--- src/rtl/instruction_fetch_if.sv ---
// Fetch-stage bus: control inputs, program-memory port and decoder-facing outputs.
interface instruction_fetch_if #(
  parameter int unsigned INS_W  = 13,
  parameter int unsigned ADDR_W = 8
);

  // Control from the sequencer / decoder
  logic              Start;
  logic              Halt;
  logic              Stall;
  logic              Jmp;
  logic [ADDR_W-1:0] JmpAddr;

  // Synchronous-read program memory port
  logic [ADDR_W-1:0] PM_Addr;
  logic              PM_RE;
  logic [INS_W-1:0]  PM_Data;

  // Instruction handed to the decoder
  logic [INS_W-1:0]  Ins;
  logic              Ins_Valid;
  logic [ADDR_W-1:0] Ins_PC;
  logic              Busy;

  // Fetch unit side
  modport master (
    input  Start, Halt, Stall, Jmp, JmpAddr, PM_Data,
    output PM_Addr, PM_RE, Ins, Ins_Valid, Ins_PC, Busy
  );

  // Environment side (sequencer, memory, decoder)
  modport slave (
    output Start, Halt, Stall, Jmp, JmpAddr, PM_Data,
    input  PM_Addr, PM_RE, Ins, Ins_Valid, Ins_PC, Busy
  );

endinterface

--- src/rtl/instruction_fetch.sv ---
// Program counter and fetch stage feeding the instruction decoder.
// Issues reads to a synchronous program memory, registers returned words onto
// Ins with a valid/stall handshake, absorbs one stalled word in a skid buffer
// and squashes in-flight work on jumps and halts.
module instruction_fetch #(
  parameter int unsigned       INS_W    = 13,
  parameter int unsigned       ADDR_W   = 8,
  parameter logic [ADDR_W-1:0] RST_ADDR = '0
) (
  input  logic                 clk,
  input  logic                 rst_n,
  instruction_fetch_if.master  bus
);

  typedef enum logic {
    ST_IDLE = 1'b0,
    ST_RUN  = 1'b1
  } state_e;

  state_e            state_q,        state_d;
  logic [ADDR_W-1:0] fetch_pc_q,     fetch_pc_d;
  logic              in_flight_q,    in_flight_d;
  logic [ADDR_W-1:0] in_flight_pc_q, in_flight_pc_d;
  logic              skid_valid_q,   skid_valid_d;
  logic [INS_W-1:0]  skid_q,         skid_d;
  logic [ADDR_W-1:0] skid_pc_q,      skid_pc_d;
  logic [INS_W-1:0]  ins_q,          ins_d;
  logic              ins_valid_q,    ins_valid_d;
  logic [ADDR_W-1:0] ins_pc_q,       ins_pc_d;
  logic              pm_re_c;

  // A read is issued only on a clean RUN cycle; jumps and halts suppress it
  assign pm_re_c = (state_q == ST_RUN) && !bus.Stall && !bus.Jmp && !bus.Halt;

  assign bus.PM_Addr   = fetch_pc_q;
  assign bus.PM_RE     = pm_re_c;
  assign bus.Ins       = ins_q;
  assign bus.Ins_Valid = ins_valid_q;
  assign bus.Ins_PC    = ins_pc_q;
  assign bus.Busy      = (state_q == ST_RUN);

  // Next-state, issue and capture logic
  always_comb begin
    state_d        = state_q;
    fetch_pc_d     = fetch_pc_q;
    in_flight_d    = 1'b0;
    in_flight_pc_d = in_flight_pc_q;
    skid_valid_d   = skid_valid_q;
    skid_d         = skid_q;
    skid_pc_d      = skid_pc_q;
    ins_d          = ins_q;
    ins_valid_d    = ins_valid_q;
    ins_pc_d       = ins_pc_q;

    case (state_q)
      ST_IDLE: begin
        if (bus.Start && !bus.Halt) begin
          state_d    = ST_RUN;
          fetch_pc_d = RST_ADDR;
        end
      end

      ST_RUN: begin
        if (bus.Halt) begin
          // Halt wins over Jmp and Start; all pending work is dropped
          state_d      = ST_IDLE;
          ins_valid_d  = 1'b0;
          skid_valid_d = 1'b0;
        end else if (bus.Jmp) begin
          // Redirect; the word on Ins, the skid and the in-flight read are squashed
          fetch_pc_d   = bus.JmpAddr;
          ins_valid_d  = 1'b0;
          skid_valid_d = 1'b0;
        end else begin
          if (pm_re_c) begin
            in_flight_d    = 1'b1;
            in_flight_pc_d = fetch_pc_q;
            fetch_pc_d     = fetch_pc_q + ADDR_W'(1);
          end

          if (!bus.Stall) begin
            // Skid is older than any in-flight word, so it drains first
            if (skid_valid_q) begin
              ins_d        = skid_q;
              ins_pc_d     = skid_pc_q;
              ins_valid_d  = 1'b1;
              skid_valid_d = 1'b0;
            end else if (in_flight_q) begin
              ins_d       = bus.PM_Data;
              ins_pc_d    = in_flight_pc_q;
              ins_valid_d = 1'b1;
            end else begin
              ins_valid_d = 1'b0;
            end
          end else if (in_flight_q) begin
            // Decoder is holding Ins; park the returning word
            skid_d       = bus.PM_Data;
            skid_pc_d    = in_flight_pc_q;
            skid_valid_d = 1'b1;
          end
        end
      end

      default: begin
        state_d = ST_IDLE;
      end
    endcase
  end

  // State register with synchronous active-low reset
  always_ff @(posedge clk) begin
    if (!rst_n) begin
      state_q        <= ST_IDLE;
      fetch_pc_q     <= RST_ADDR;
      in_flight_q    <= 1'b0;
      in_flight_pc_q <= '0;
      skid_valid_q   <= 1'b0;
      skid_q         <= '0;
      skid_pc_q      <= '0;
      ins_q          <= '0;
      ins_valid_q    <= 1'b0;
      ins_pc_q       <= '0;
    end else begin
      state_q        <= state_d;
      fetch_pc_q     <= fetch_pc_d;
      in_flight_q    <= in_flight_d;
      in_flight_pc_q <= in_flight_pc_d;
      skid_valid_q   <= skid_valid_d;
      skid_q         <= skid_d;
      skid_pc_q      <= skid_pc_d;
      ins_q          <= ins_d;
      ins_valid_q    <= ins_valid_d;
      ins_pc_q       <= ins_pc_d;
    end
  end

endmodule

--- src/flat_wrapper.sv ---
// flat-port wrapper written by rule: the top's interface ports become plain ports
module instruction_fetch_flat 
#(
  parameter int unsigned       INS_W    = 13,
  parameter int unsigned       ADDR_W   = 8,
  parameter logic [ADDR_W-1:0] RST_ADDR = '0
)
  (clk, rst_n, bus_Start, bus_Halt, bus_Stall, bus_Jmp, bus_JmpAddr, bus_PM_Data, bus_PM_Addr, bus_PM_RE, bus_Ins, bus_Ins_Valid, bus_Ins_PC, bus_Busy);
  instruction_fetch_if #(.INS_W(INS_W), .ADDR_W(ADDR_W)) bus_i ();
  input  logic clk;
  input  logic rst_n;
  input wire logic [$bits(bus_i.Start)-1:0] bus_Start;
  input wire logic [$bits(bus_i.Halt)-1:0] bus_Halt;
  input wire logic [$bits(bus_i.Stall)-1:0] bus_Stall;
  input wire logic [$bits(bus_i.Jmp)-1:0] bus_Jmp;
  input wire logic [$bits(bus_i.JmpAddr)-1:0] bus_JmpAddr;
  input wire logic [$bits(bus_i.PM_Data)-1:0] bus_PM_Data;
  output wire logic [$bits(bus_i.PM_Addr)-1:0] bus_PM_Addr;
  output wire logic [$bits(bus_i.PM_RE)-1:0] bus_PM_RE;
  output wire logic [$bits(bus_i.Ins)-1:0] bus_Ins;
  output wire logic [$bits(bus_i.Ins_Valid)-1:0] bus_Ins_Valid;
  output wire logic [$bits(bus_i.Ins_PC)-1:0] bus_Ins_PC;
  output wire logic [$bits(bus_i.Busy)-1:0] bus_Busy;
  assign bus_i.Start = bus_Start;
  assign bus_i.Halt = bus_Halt;
  assign bus_i.Stall = bus_Stall;
  assign bus_i.Jmp = bus_Jmp;
  assign bus_i.JmpAddr = bus_JmpAddr;
  assign bus_i.PM_Data = bus_PM_Data;
  assign bus_PM_Addr = bus_i.PM_Addr;
  assign bus_PM_RE = bus_i.PM_RE;
  assign bus_Ins = bus_i.Ins;
  assign bus_Ins_Valid = bus_i.Ins_Valid;
  assign bus_Ins_PC = bus_i.Ins_PC;
  assign bus_Busy = bus_i.Busy;
  instruction_fetch #(.INS_W(INS_W), .ADDR_W(ADDR_W), .RST_ADDR(RST_ADDR)) u_core (.clk(clk), .rst_n(rst_n), .bus(bus_i));
endmodule
--- config.mk ---
export PLATFORM = sky130hd
export DESIGN_NAME = instruction_fetch_flat
export DESIGN_NICKNAME = d
export VERILOG_FILES = /design/src/rtl/instruction_fetch_if.sv /design/src/rtl/instruction_fetch.sv /design/src/flat_wrapper.sv
export SDC_FILE = /design/constraint.sdc
export NUM_CORES = 1
export LEC_CHECK = 0
export BUFFER_PORTS_ARGS = -buffer_cell sky130_fd_sc_hd__buf_2
export CORE_UTILIZATION = 49
export CTS_BUF_LIST = sky130_fd_sc_hd__clkbuf_4 sky130_fd_sc_hd__clkbuf_8 sky130_fd_sc_hd__clkbuf_16
export CTS_CLUSTER_DIAMETER = 30
export DETAILED_ROUTE_END_ITERATION = 10
export PLACE_DENSITY = 0.84
export SYNTH_ARGS = -nofsm -noshare
export SYNTH_HDL_FRONTEND = slang
export SYNTH_SLANG_ARGS = --single-unit
--- constraint.sdc ---
create_clock -name clk -period 5.3 [get_ports clk]
set_clock_uncertainty 0.1 [all_clocks]
set_input_delay 0.795 -clock clk [delete_from_list [all_inputs] [get_ports clk]]
set_output_delay 0.795 -clock clk [all_outputs]
set_load 0.02 [all_outputs]
Word level (Yosys, flattened, before mapping)
Index checks and enable logic that the tools add are counted.
{"block": "totals", "elab_cells": 58, "regBits": 62, "input_bits": 27, "output_inout_bits": 32}
{"block": "op_classes", "add_sub_neg": 1, "n_mux": 22, "n_reduce_logical": 15, "n_eq_ne": 5, "n_bitwise": 5}
{"op": "2-to-1 mux 8 bit", "n": 6}
{"op": "2-to-1 mux 13 bit", "n": 2}
{"op": "case mux 8 bit (2 select lines)", "n": 1}
{"op": "2-to-1 mux 1 bit", "n": 12}
{"op": "AND reduction 5 bit", "n": 2}
{"op": "adder 8 x 1 -> 8 bit, second input constant", "n": 1}
{"op": "NOT 1 bit", "n": 5}
{"op": "logical AND 1 bit", "n": 4}
{"op": "inequality test 4 x 2 -> 1 bit, second input constant", "n": 1}
{"op": "AND reduction 2 bit", "n": 2}
{"op": "AND reduction 4 bit", "n": 1}
{"op": "OR reduction 4 bit", "n": 1}
{"op": "zero test 1 bit", "n": 3}
{"op": "inequality test 3 x 2 -> 1 bit, second input constant", "n": 1}
{"op": "inequality test 3 bit, second input constant", "n": 1}
{"op": "AND reduction 3 bit", "n": 1}
{"op": "inequality test 2 x 1 -> 1 bit, second input constant", "n": 1}
{"op": "inequality test 2 bit, second input constant", "n": 1}
{"op": "case mux 1 bit (2 select lines)", "n": 1}
{"op": "nonzero test 2 bit", "n": 1}

Longest topological paths before layout
{"block": "depth", "word_depth": 8, "mapped_depth": 10, "ltp_nobuf": 6}

Least setup slack after synthesis
OpenSTA, ideal clock, no wires.
{"block": "synth_path", "kind": "input port to output port", "from": "in bus_Jmp", "to": "out bus_PM_RE", "path_slack_ns": 2.809, "t_arrival_ns": 1.596, "cell_stages": 5, "required_time_ns": 4.405, "cell_sequence": "buf_6 > nand2b_4 > or3_1 > buf_6 > clkinv_4"}
{"block": "synth_between", "elab_chain_len": 3}
{"item": "from (decl)", "line_no": "flat_wrapper.sv:15", "source": "input wire logic [$bits(bus_i.Jmp)-1:0] bus_Jmp;"}
{"item": "zero test 1 bit", "line_no": "instruction_fetch.sv:33", "source": "assign pm_re_c = (state_q == ST_RUN) && !bus.Stall && !bus.Jmp && !bus.Halt;"}
{"item": "logical AND 1 bit (2 in series)", "line_no": "instruction_fetch.sv:33"}
{"item": "to (decl)", "line_no": "flat_wrapper.sv:19", "source": "output wire logic [$bits(bus_i.PM_RE)-1:0] bus_PM_RE;"}
Every way passes these cells.

Final worst setup path
Same ends and word-level chain as after synthesis.

==> results.sh <==
export IMPL_status="completed"
export IMPL_final_nets=367
export IMPL_gp_congestion=0.8322
export IMPL_crit_path_frequent_cell="buf_2"
export IMPL_wl_met1_mm=2.519
export IMPL_required_ns=4.41
export IMPL_wl_mm=5.635
export IMPL_worstPathCellList="buf_2 > nand2b_4 > or3_1 > clkinv_4 > buf_2"
export IMPL_max_freq_mhz=341.7
export IMPL_start_util_pct=50.71
export IMPL_synthTopCellsByArea="dfxtp_1 45%, mux2i_1 16%, a211oi_2 8.1%"
export IMPL_relSlewSlack_pct=20.62
export IMPL_power_density_nw_per_um2=294.3
export IMPL_clockBufferDepth=2
export IMPL_cpMaxStageDelayCell="or3_1"
export IMPL_hold_buffers=0
export IMPL_finalPower_uw=952.6
export IMPL_cp_depth=5
export IMPL_cts_clk_slew_worst_paths_ns=0.07
export IMPL_hold_ws_ns=0.3831
export IMPL_yosysTopAreaCellShare_pct=44.72
export IMPL_wl_met2_mm=2.629
export IMPL_vias=2243
export IMPL_setup_violations=0
export IMPL_post_route_min_period_ns=2.926
export IMPL_cts_resized=0
export IMPL_post_route_cells_drive_above_1_share_pct=29.36
export IMPL_critical_path_class="input port to output pin"
export IMPL_crit_family="simple AND/OR/NAND/NOR gates"
export IMPL_synth_seq_cells=62
export IMPL_vias_per_cell=5.392
export IMPL_fp_dieArea_sq_um=5968
export IMPL_drc=0
export IMPL_dp_hpwl_mm=3.618
export IMPL_die_x_um=77.26
export IMPL_seq_area_sq_um=1241
export IMPL_rows=27
export IMPL_cts_buffers=9
export IMPL_r2r_cells=5
export IMPL_critPathLaunchType="input port"
export IMPL_yosysSeqAreaShare_pct=44.72
export IMPL_insertion_delay_ns=0.34
export IMPL_arrival_ns=2.03
export IMPL_grt_pass1_vias=2180
export IMPL_synthToLayoutAreaGrowth_pct=16.64
export IMPL_filler_cell_count=488
export IMPL_syn_nets=316
export IMPL_vdd_ir_drop_max_v=0.0001573
export IMPL_drtAntennaViolNets=0
export IMPL_syn_inst=288
export IMPL_maxCapViolCount=0
export IMPL_yosys_top_cells_count="62 x dfxtp_1, 45 x nor2_1, 43 x mux2i_1"
export IMPL_top_layer="met4"
export IMPL_yosysMostFrequentCell="dfxtp_1"
export IMPL_firstDrtPassIters=5
export IMPL_syn_area_per_cell_sq_um=9.636
export IMPL_antenna_found_initial=0
export IMPL_hold_viol_final=0
export IMPL_synth_distinct_cells=38
export IMPL_cp_end_kind="output pin"
export IMPL_grt_usage_pct=20.46
export IMPL_syn_area_sq_um=2775
export IMPL_tightestPinTransition_ns=1.189
export IMPL_met3_length_um=362
export IMPL_p_leak_uw=0.001372
export IMPL_ios=59
export IMPL_path_max_fanout=19
export IMPL_yosys_warnings=0
export IMPL_synth_ff_type="dfxtp_1"
export IMPL_hold_path_class="register to register"
export IMPL_multiInputGateArea_sq_um=1365
export IMPL_cts_setup_buffers=0
export IMPL_cts_sinks=62
export IMPL_wire_per_inst_um=13.55
export IMPL_first_iter_violations=82
export IMPL_h_tree_depth=3
export IMPL_cts_tree="yes"
export IMPL_path_buf_inv=3
export IMPL_post_route_period_util_pct=55.21
export IMPL_setup_tns_final_ns=0
export IMPL_root_buffer="clkbuf_8"
export IMPL_hold_depth=2
export IMPL_die_h_um=77.26
export IMPL_grt_max_degree=63
export IMPL_slowest_delay_ns=0.51
export IMPL_synth_edf_count=0
export IMPL_rsz0062_at_grt="no"
export IMPL_async_reset_ff_share_pct=0
export IMPL_port_buffers=58
export IMPL_antenna_cells=0
export IMPL_grt_overflow_total=0
export IMPL_synth_largest_area_cell="dfxtp_1"
export IMPL_core_sq_um=5473
export IMPL_grt_pass1_wl_mm=9.591
export IMPL_postLayoutCoreUtil_pct=59.14
export IMPL_drv_slew=0
[per-stage QoR]
stage	setup slack (ns)	instances	area (sq um)
5_1_grt	2.321	416	3237
3_3_place_gp	2.444	400	3018
4_1_cts	2.392	416	3237
2_1_floorplan	2.809	288	2775
3_5_place_dp	2.389	400	3018
6_report	2.374	416	3237
[power by group]
group          internal (uW)  switching [uW]  total [uW]
Sequential               467            2.79         470
Combinational           15.3            26.0        41.3
Clock                    267             175         442
[final cells by class]
class                      count  area share, %
inverter                       3         0.5025
tap                           72          2.783
timing repair buffer          60          9.432
clock inverter                 3          1.237
sequential                    62          38.35
multi-input combinational    203          42.17
clock buffer                  13          5.528
[worst reg2reg max path, cell delays in order, from the launching register on]
cell,delay [ns]
dfxtp_1,0.65
nor2b_1,0.41
nand4b_1,0.52
buf_4,0.43
mux2i_1,0.20
nor2_1,0.06
[state kept, by name (all words and copies together), names as in the netlist]
name	count
u_core.bus.Ins	13
u_core.skid_q	13
u_core.bus.Ins_PC	8
u_core.bus.PM_Addr	8
u_core.in_flight_pc_q	8
u_core.skid_pc_q	8
u_core.bus.Busy	1
u_core.bus.Ins_Valid	1
u_core.in_flight_q	1
u_core.skid_valid_q	1
[metal layers]
| layer | GRT usage, % | up-vias |
|---|---|---|
| met5 | 0 | - |
| met4 | 10.75 | 0 |
| met3 | 5.595 | 12 |
| met2 | 34.34 | 88 |
| met1 | 23.59 | 1036 |
| li1 | - | 1107 |
[final timing paths]
kind,start,end,slack [ns]
worst max-delay path,bus_Jmp,bus_PM_RE,2.37
worst min-delay path,u_core.in_flight_pc_q[5],u_core.in_flight_pc_q[5],0.38
worst max register to register,u_core.bus.Busy,u_core.skid_q[11],2.78
worst min register to register,u_core.in_flight_pc_q[5],u_core.in_flight_pc_q[5],0.38
[cells by family after synthesis]
| logic type | Yosys count | share of synthesized area [%] |
|---|---|---|
| AO/OA/AOI/OAI | 59 | 16.91 |
| adder cells (fa/ha/maj) | 1 | 0.4508 |
| buffers and inverters | 23 | 6.086 |
| flip-flops | 62 | 44.72 |
| multiplexers | 44 | 15.92 |
| AND/OR/NAND/NOR | 99 | 15.92 |
[layout by cell type, fill, tap and decap left out, drive strengths merged, types with 4 or more instances in the layout]
cell,synthesis,final
a21oi,21,21
clkbuf,11,13
o21ai,8,8
nand2b,4,4
dfxtp,62,62
a211oi,21,21
buf,9,60
nand2,26,26
nand3,10,10
mux2i,43,43
nor2,47,47
(Power assumes the default switching activity.)
